`src/rtl/flp_sum_sequencer.sv`:
```
// flp_sum_sequencer
//   Time-multiplexed controller for one shared FLP_adder. Folds a stream of
//   8-bit exponents (each element is 1.0*2^x) into a float accumulator, one
//   adder pass per element after the first, and presents the sum downstream.
//   Optional build macro: FLP_SEQ_SAT_EN (exponent-overflow saturation + out_sat).
module flp_sum_sequencer #(
   parameter int ADD_LAT = 1,   // cycles from stable operands to valid add_res_*
   parameter int MAX_N   = 16   // max elements per vector
) (
   input  logic       clk,
   input  logic       rst,
   input  logic       in_valid,
   output logic       in_ready,
   input  logic [7:0] in_data,
   input  logic       in_last,
   output logic       out_valid,
   input  logic       out_ready,
   output logic [8:0] out_exp,
   output logic [7:0] out_mant,
`ifdef FLP_SEQ_SAT_EN
   output logic       out_sat,
`endif
   output logic [7:0] add_exp1,
   output logic [7:0] add_mant1,
   output logic [7:0] add_exp2,
   output logic [7:0] add_mant2,
   input  logic [8:0] add_res_exp,
   input  logic [7:0] add_res_mant
);

   localparam int NW = $clog2(MAX_N + 1);
   localparam int CW = (ADD_LAT > 0) ? $clog2(ADD_LAT + 1) : 1;

   typedef enum logic [1:0] {S_IDLE, S_ACC, S_WAIT, S_DONE} state_t;

   typedef struct packed {
      logic [8:0] exp;
      logic [7:0] mant;
   } flp_t;

   state_t          state, state_nx;
   flp_t            acc_q;
   flp_t            res_nx;
   logic [7:0]      b_reg;
   logic [CW-1:0]   cnt;
   logic [NW-1:0]   n;
   logic [NW-1:0]   n_inc;
   logic            last_r;
   logic            in_fire;
   logic            res_take;
   logic            close_acc;
`ifdef FLP_SEQ_SAT_EN
   logic            sat_q;
   logic            sat_hit;
`endif

   assign in_fire   = in_valid & in_ready;
   assign n_inc     = n + 1'b1;
   assign close_acc = in_last | (n_inc == NW'(MAX_N));
   assign res_take  = (state == S_WAIT) && (cnt == CW'(ADD_LAT));

   // Adder operands come straight from the registered accumulator and
   // latched element, so they stay stable for the whole WAIT window.
   // Exponent bit 8 is not fed back; the adder only sees 8-bit exponents.
   assign add_exp1  = acc_q.exp[7:0];
   assign add_mant1 = acc_q.mant;
   assign add_exp2  = b_reg;
   assign add_mant2 = 8'h00;

   // Select the value written back into the accumulator after an adder pass.
`ifdef FLP_SEQ_SAT_EN
   always_comb begin
      sat_hit = add_res_exp[8] | acc_q.exp[8];
      res_nx  = sat_hit ? flp_t'{exp: 9'h0FF, mant: 8'hFF}
                        : flp_t'{exp: add_res_exp, mant: add_res_mant};
   end
`else
   always_comb begin
      res_nx = flp_t'{exp: add_res_exp, mant: add_res_mant};
   end
`endif

   // State register.
   always_ff @(posedge clk or posedge rst) begin
      if (rst) state <= S_IDLE;
      else     state <= state_nx;
   end

   // Next-state decode.
   always_comb begin
      state_nx = state;
      case (state)
         S_IDLE: if (in_fire) state_nx = (in_last || (MAX_N == 1)) ? S_DONE : S_ACC;
         S_ACC:  if (in_fire) state_nx = S_WAIT;
         S_WAIT: if (res_take) state_nx = last_r ? S_DONE : S_ACC;
         S_DONE: if (out_ready) state_nx = S_IDLE;
         default: state_nx = S_IDLE;
      endcase
   end

   // Handshake and result outputs, decoded from state and forced low in reset.
   always_comb begin
      in_ready  = 1'b0;
      out_valid = 1'b0;
      out_exp   = '0;
      out_mant  = '0;
      if (!rst) begin
         in_ready  = (state == S_IDLE) || (state == S_ACC);
         out_valid = (state == S_DONE);
      end
      if (out_valid) begin
         out_exp  = acc_q.exp;
         out_mant = acc_q.mant;
      end
   end

`ifdef FLP_SEQ_SAT_EN
   assign out_sat = out_valid & sat_q;
`endif

   // Accumulator, element latch and sequencing counters.
   always_ff @(posedge clk or posedge rst) begin
      if (rst) begin
         acc_q  <= '0;
         b_reg  <= '0;
         cnt    <= '0;
         n      <= '0;
         last_r <= 1'b0;
`ifdef FLP_SEQ_SAT_EN
         sat_q  <= 1'b0;
`endif
      end else begin
         case (state)
            S_IDLE: begin
               // First element is loaded directly: 1.0*2^x needs no add.
               if (in_fire) begin
                  acc_q <= flp_t'{exp: {1'b0, in_data}, mant: 8'h00};
                  n     <= NW'(1);
               end
            end
            S_ACC: begin
               if (in_fire) begin
                  b_reg  <= in_data;
                  last_r <= close_acc;
                  n      <= n_inc;
                  cnt    <= '0;
               end
            end
            S_WAIT: begin
               cnt <= cnt + 1'b1;
               if (res_take) begin
                  acc_q <= res_nx;
`ifdef FLP_SEQ_SAT_EN
                  if (sat_hit) sat_q <= 1'b1;
`endif
               end
            end
            S_DONE: begin
               if (out_ready) begin
                  n <= '0;
`ifdef FLP_SEQ_SAT_EN
                  sat_q <= 1'b0;
`endif
               end
            end
            default: ;
         endcase
      end
   end

endmodule

```
`config.mk`:
```
export PLATFORM = sky130hd
export DESIGN_NAME = flp_sum_sequencer
export DESIGN_NICKNAME = d
export VERILOG_FILES = /design/src/rtl/flp_sum_sequencer.sv
export SDC_FILE = /design/constraint.sdc
export NUM_CORES = 1
export LEC_CHECK = 0
export CORE_MARGIN = 3
export CORE_UTILIZATION = 42
export CTS_BUF_LIST = sky130_fd_sc_hd__clkbuf_8 sky130_fd_sc_hd__clkbuf_16
export DETAILED_ROUTE_END_ITERATION = 10
export PLACE_DENSITY = 0.8
export SETUP_SLACK_MARGIN = 0.5
export SYNTH_ARGS = -nofsm -noshare
export SYNTH_HDL_FRONTEND = slang
export SYNTH_SLANG_ARGS = --single-unit
```
`constraint.sdc`:
```
create_clock -name clk -period 5.4 [get_ports clk]
set_clock_uncertainty 0.2 [all_clocks]
set_input_delay 1.62 -clock clk [delete_from_list [all_inputs] [get_ports clk]]
set_output_delay 1.62 -clock clk [all_outputs]
set_load 0.02 [all_outputs]
```
==> metrics <==
run status=finished, final reports clean; first-pass GRT wire length=approximately 7500 microns; Via Count=1567; vias in the first global route=around 1500; Main synth FF type=dfrtp_1; Int Power=0.848 mW; Design Power=1.40 mW; WP data arrival=2970 ps; Clock Sink Count=34; max cap viols=0; Compound-Gate Fraction of Synth Area=0.107; Post-Layout Inst Area=0.00260 sq mm; Post-Synth Adder-Cell Area=0.0133; share of cells above drive strength 1=0.0733; Post-CTS Resized=17; mean routed wirelength per cell=approximately 14 microns; CTS tree=yes; unrepaired setup endpoints after global routing=no; endpoints failing hold=0; Syn Area/Cell=8.59 sq um; gr ovfl total=0; Worst-path clk slew=70 ps; Yosys top cell area share=0.452; Crit Path Max Fanout=17; Synth top cells by count=nand2_1, dfrtp_1, buf_4, and2_1, nand3_1; clock latency on the worst-skew pair=280 ps; Finished Layout Cells=between 300 and 400; Vias/cell=4.85; highest routed layer=met4; Setup CP Type=input port to output pin; Setup-failing EPs final=0; Seq/Total Area, Yosys=0.452; Placed Area=about 0.0025 sq mm; worst-margin pin slew=698 ps; synth-to-layout area growth=38.5%; Startpoint Class=input port; fmax=between 200 and 250 MHz; Bufs on Longest Clock Path=2; CTS hold repair buffers=0; Mapped Area=0.00188 sq mm; num rows=23; Die Ht=72.9 microns; TritonCTS buffer count=5; post-synthesis cell count=219; Port-buffer cells=72; Post-Place Cells=315; power share of the clock group=0.207; pin count of the biggest net entering global routing=36; Synth Area in XOR/XNOR=0.00931; WP data required=roughly 3600 ps; simple-gate share of the synthesized area=0.281; Hold WC Path Type=flip-flop to flip-flop; drt pass-1 iters=4; total wire length=4420 microns; nets=about 300; Crit. End Element=output pin; Die Area=0.00532 sq mm; Switching Share=0.393; ANT cells=0; DR WL met2=2050 microns; core area=0.00414 sq mm; biggest area consumer among synthesized cells=dfrtp_1; gpl congestion=0.777; antenna-violating nets left=0; combinational share of power=0.458; largest family of logic cells by synthesized area=simple AND/OR/NAND/NOR gates; minimum clock period=4790 ps; Power Density=536 mW/mm^2; Residual DRC=0; Metal-1 WL=roughly 2000 microns; initial antenna violation count=0; register bit total from synthesis=34; Post-synth ARST share=1.00; Max VDD drop=0.000358 V; top cells by area, synth=dfrtp_1, nand2_1, buf_4, and2_1, nand3_1; Initial Utilization=0.454; I/O pin cnt=81; H-tree Lvls=2; Max-slew headroom=0.533; Tcrit/Tclk final=0.888; EDFF count, synth=0; post-synthesis cell type count=32; portion of netlist area occupied by mux cells=0; drt initial violations=between 50 and 60; synth warn=0; utilization after layout=0.628; dpl hpwl=3290 microns; fin. max-slew vios=0; met3 WL=297 microns; Final TNS setup=0 ps; most common cell in the netlist=nand2_1; Sw Pwr=0.549 mW; Die X=about 73 microns; sequential fraction of design power=0.335; Total GRT Usage=0.181; Leak Pwr=approximately 1.2 nW; Root Buffer=clkbuf_8; Setup Buffers After CTS=0
-- cell families after synthesis --
kind of cell | Yosys count
AND/OR/NAND/NOR | 115
buffers and inverters | 38
flip-flops | 34
AO/OA/AOI/OAI | 27
XOR/XNOR | 2
adder cells (fa/ha/maj) | 2
other | 1
-- final cells by class --
type                    instances  area [sq um]
clock inverters                 2          60.1
fillers                       376          1540
inverters                       2          11.3
repair buffers                 75           734
flip-flops and latches         34           851
clock buffers                   6          82.6
well taps                      50          62.6
multi-input cells             154           802
-- state kept, by name, summed over array words and instances, names as in the netlist --
signal and count:
acc_q 1, add_exp1 8, add_exp2 8, add_mant1 8, cnt 1, last_r 1, n 5, state 2
-- power by group through the flow --
stage / logic [mW] / registers, mW / clock network [mW]
3_5_place_dp: 0.655 / 0.470 / 0
4_1_cts: 0.647 / 0.468 / 0.293
5_1_grt: 0.704 / 0.486 / 0.304
6_report: 0.640 / 0.468 / 0.289
2_1_floorplan: 0.461 / 0.462 / 0
3_3_place_gp: 0.641 / 0.467 / 0
-- through the flow --
step / setup WS [ps] / hold slack, ps
final: 606 / 259
after global routing: 526 / 305
after CTS: 598 / 264
after detailed placement: 201 / 248
after global placement: 268 / 256
after floorplan: 505 / 230
-- final timing paths --
check	from	end	slack, ps	depth (start not counted)
max reg2reg	state[1]	add_mant1[0]	3270	4
min	acc_q[16]	acc_q[16]	260	2
max in group asynchronous	rst	add_exp2[3]	3190	3
max	rst	out_valid	610	5
min in group asynchronous	rst	add_mant1[1]	1490	3
min reg2reg	acc_q[16]	acc_q[16]	260	2
-- per-layer routing --
layer  global-route usage  up-vias
li1                     -      786
met3               0.0468        4
met2                0.283       57
met5                    0        -
met4               0.0594        0
met1                0.246      720
-- worst max-delay path, cell delays in order --
cell	delay [ps]
dlygate4sd2_1	300
clkinvlp_4	100
and3_1	210
buf_12	150
clkdlybuf4s50_1	600
-- cells in the final DEF (no fill, tap or decap), drive strengths merged --
cell / count
and3: 1
ha: 2
a22o: 2
nor2: 14
a311oi: 2
a21oi: 4
xnor2: 1
buf: 3
clkbuf: 6
nor3b: 1
a21o: 1
inv: 1
xor2: 1
o31ai: 1
conb: 8
dfrtp: 34
nand2b: 1
bufinv: 2
nand4bb: 1
and2: 18
or3b: 1
nand2: 64
a31oi: 10
o21ai: 6
nand3: 12
o2bb2ai: 1
clkdlybuf4s50: 55
dlygate4sd2: 17
clkinvlp: 1
nor2b: 2
(Power assumes the default switching activity.)
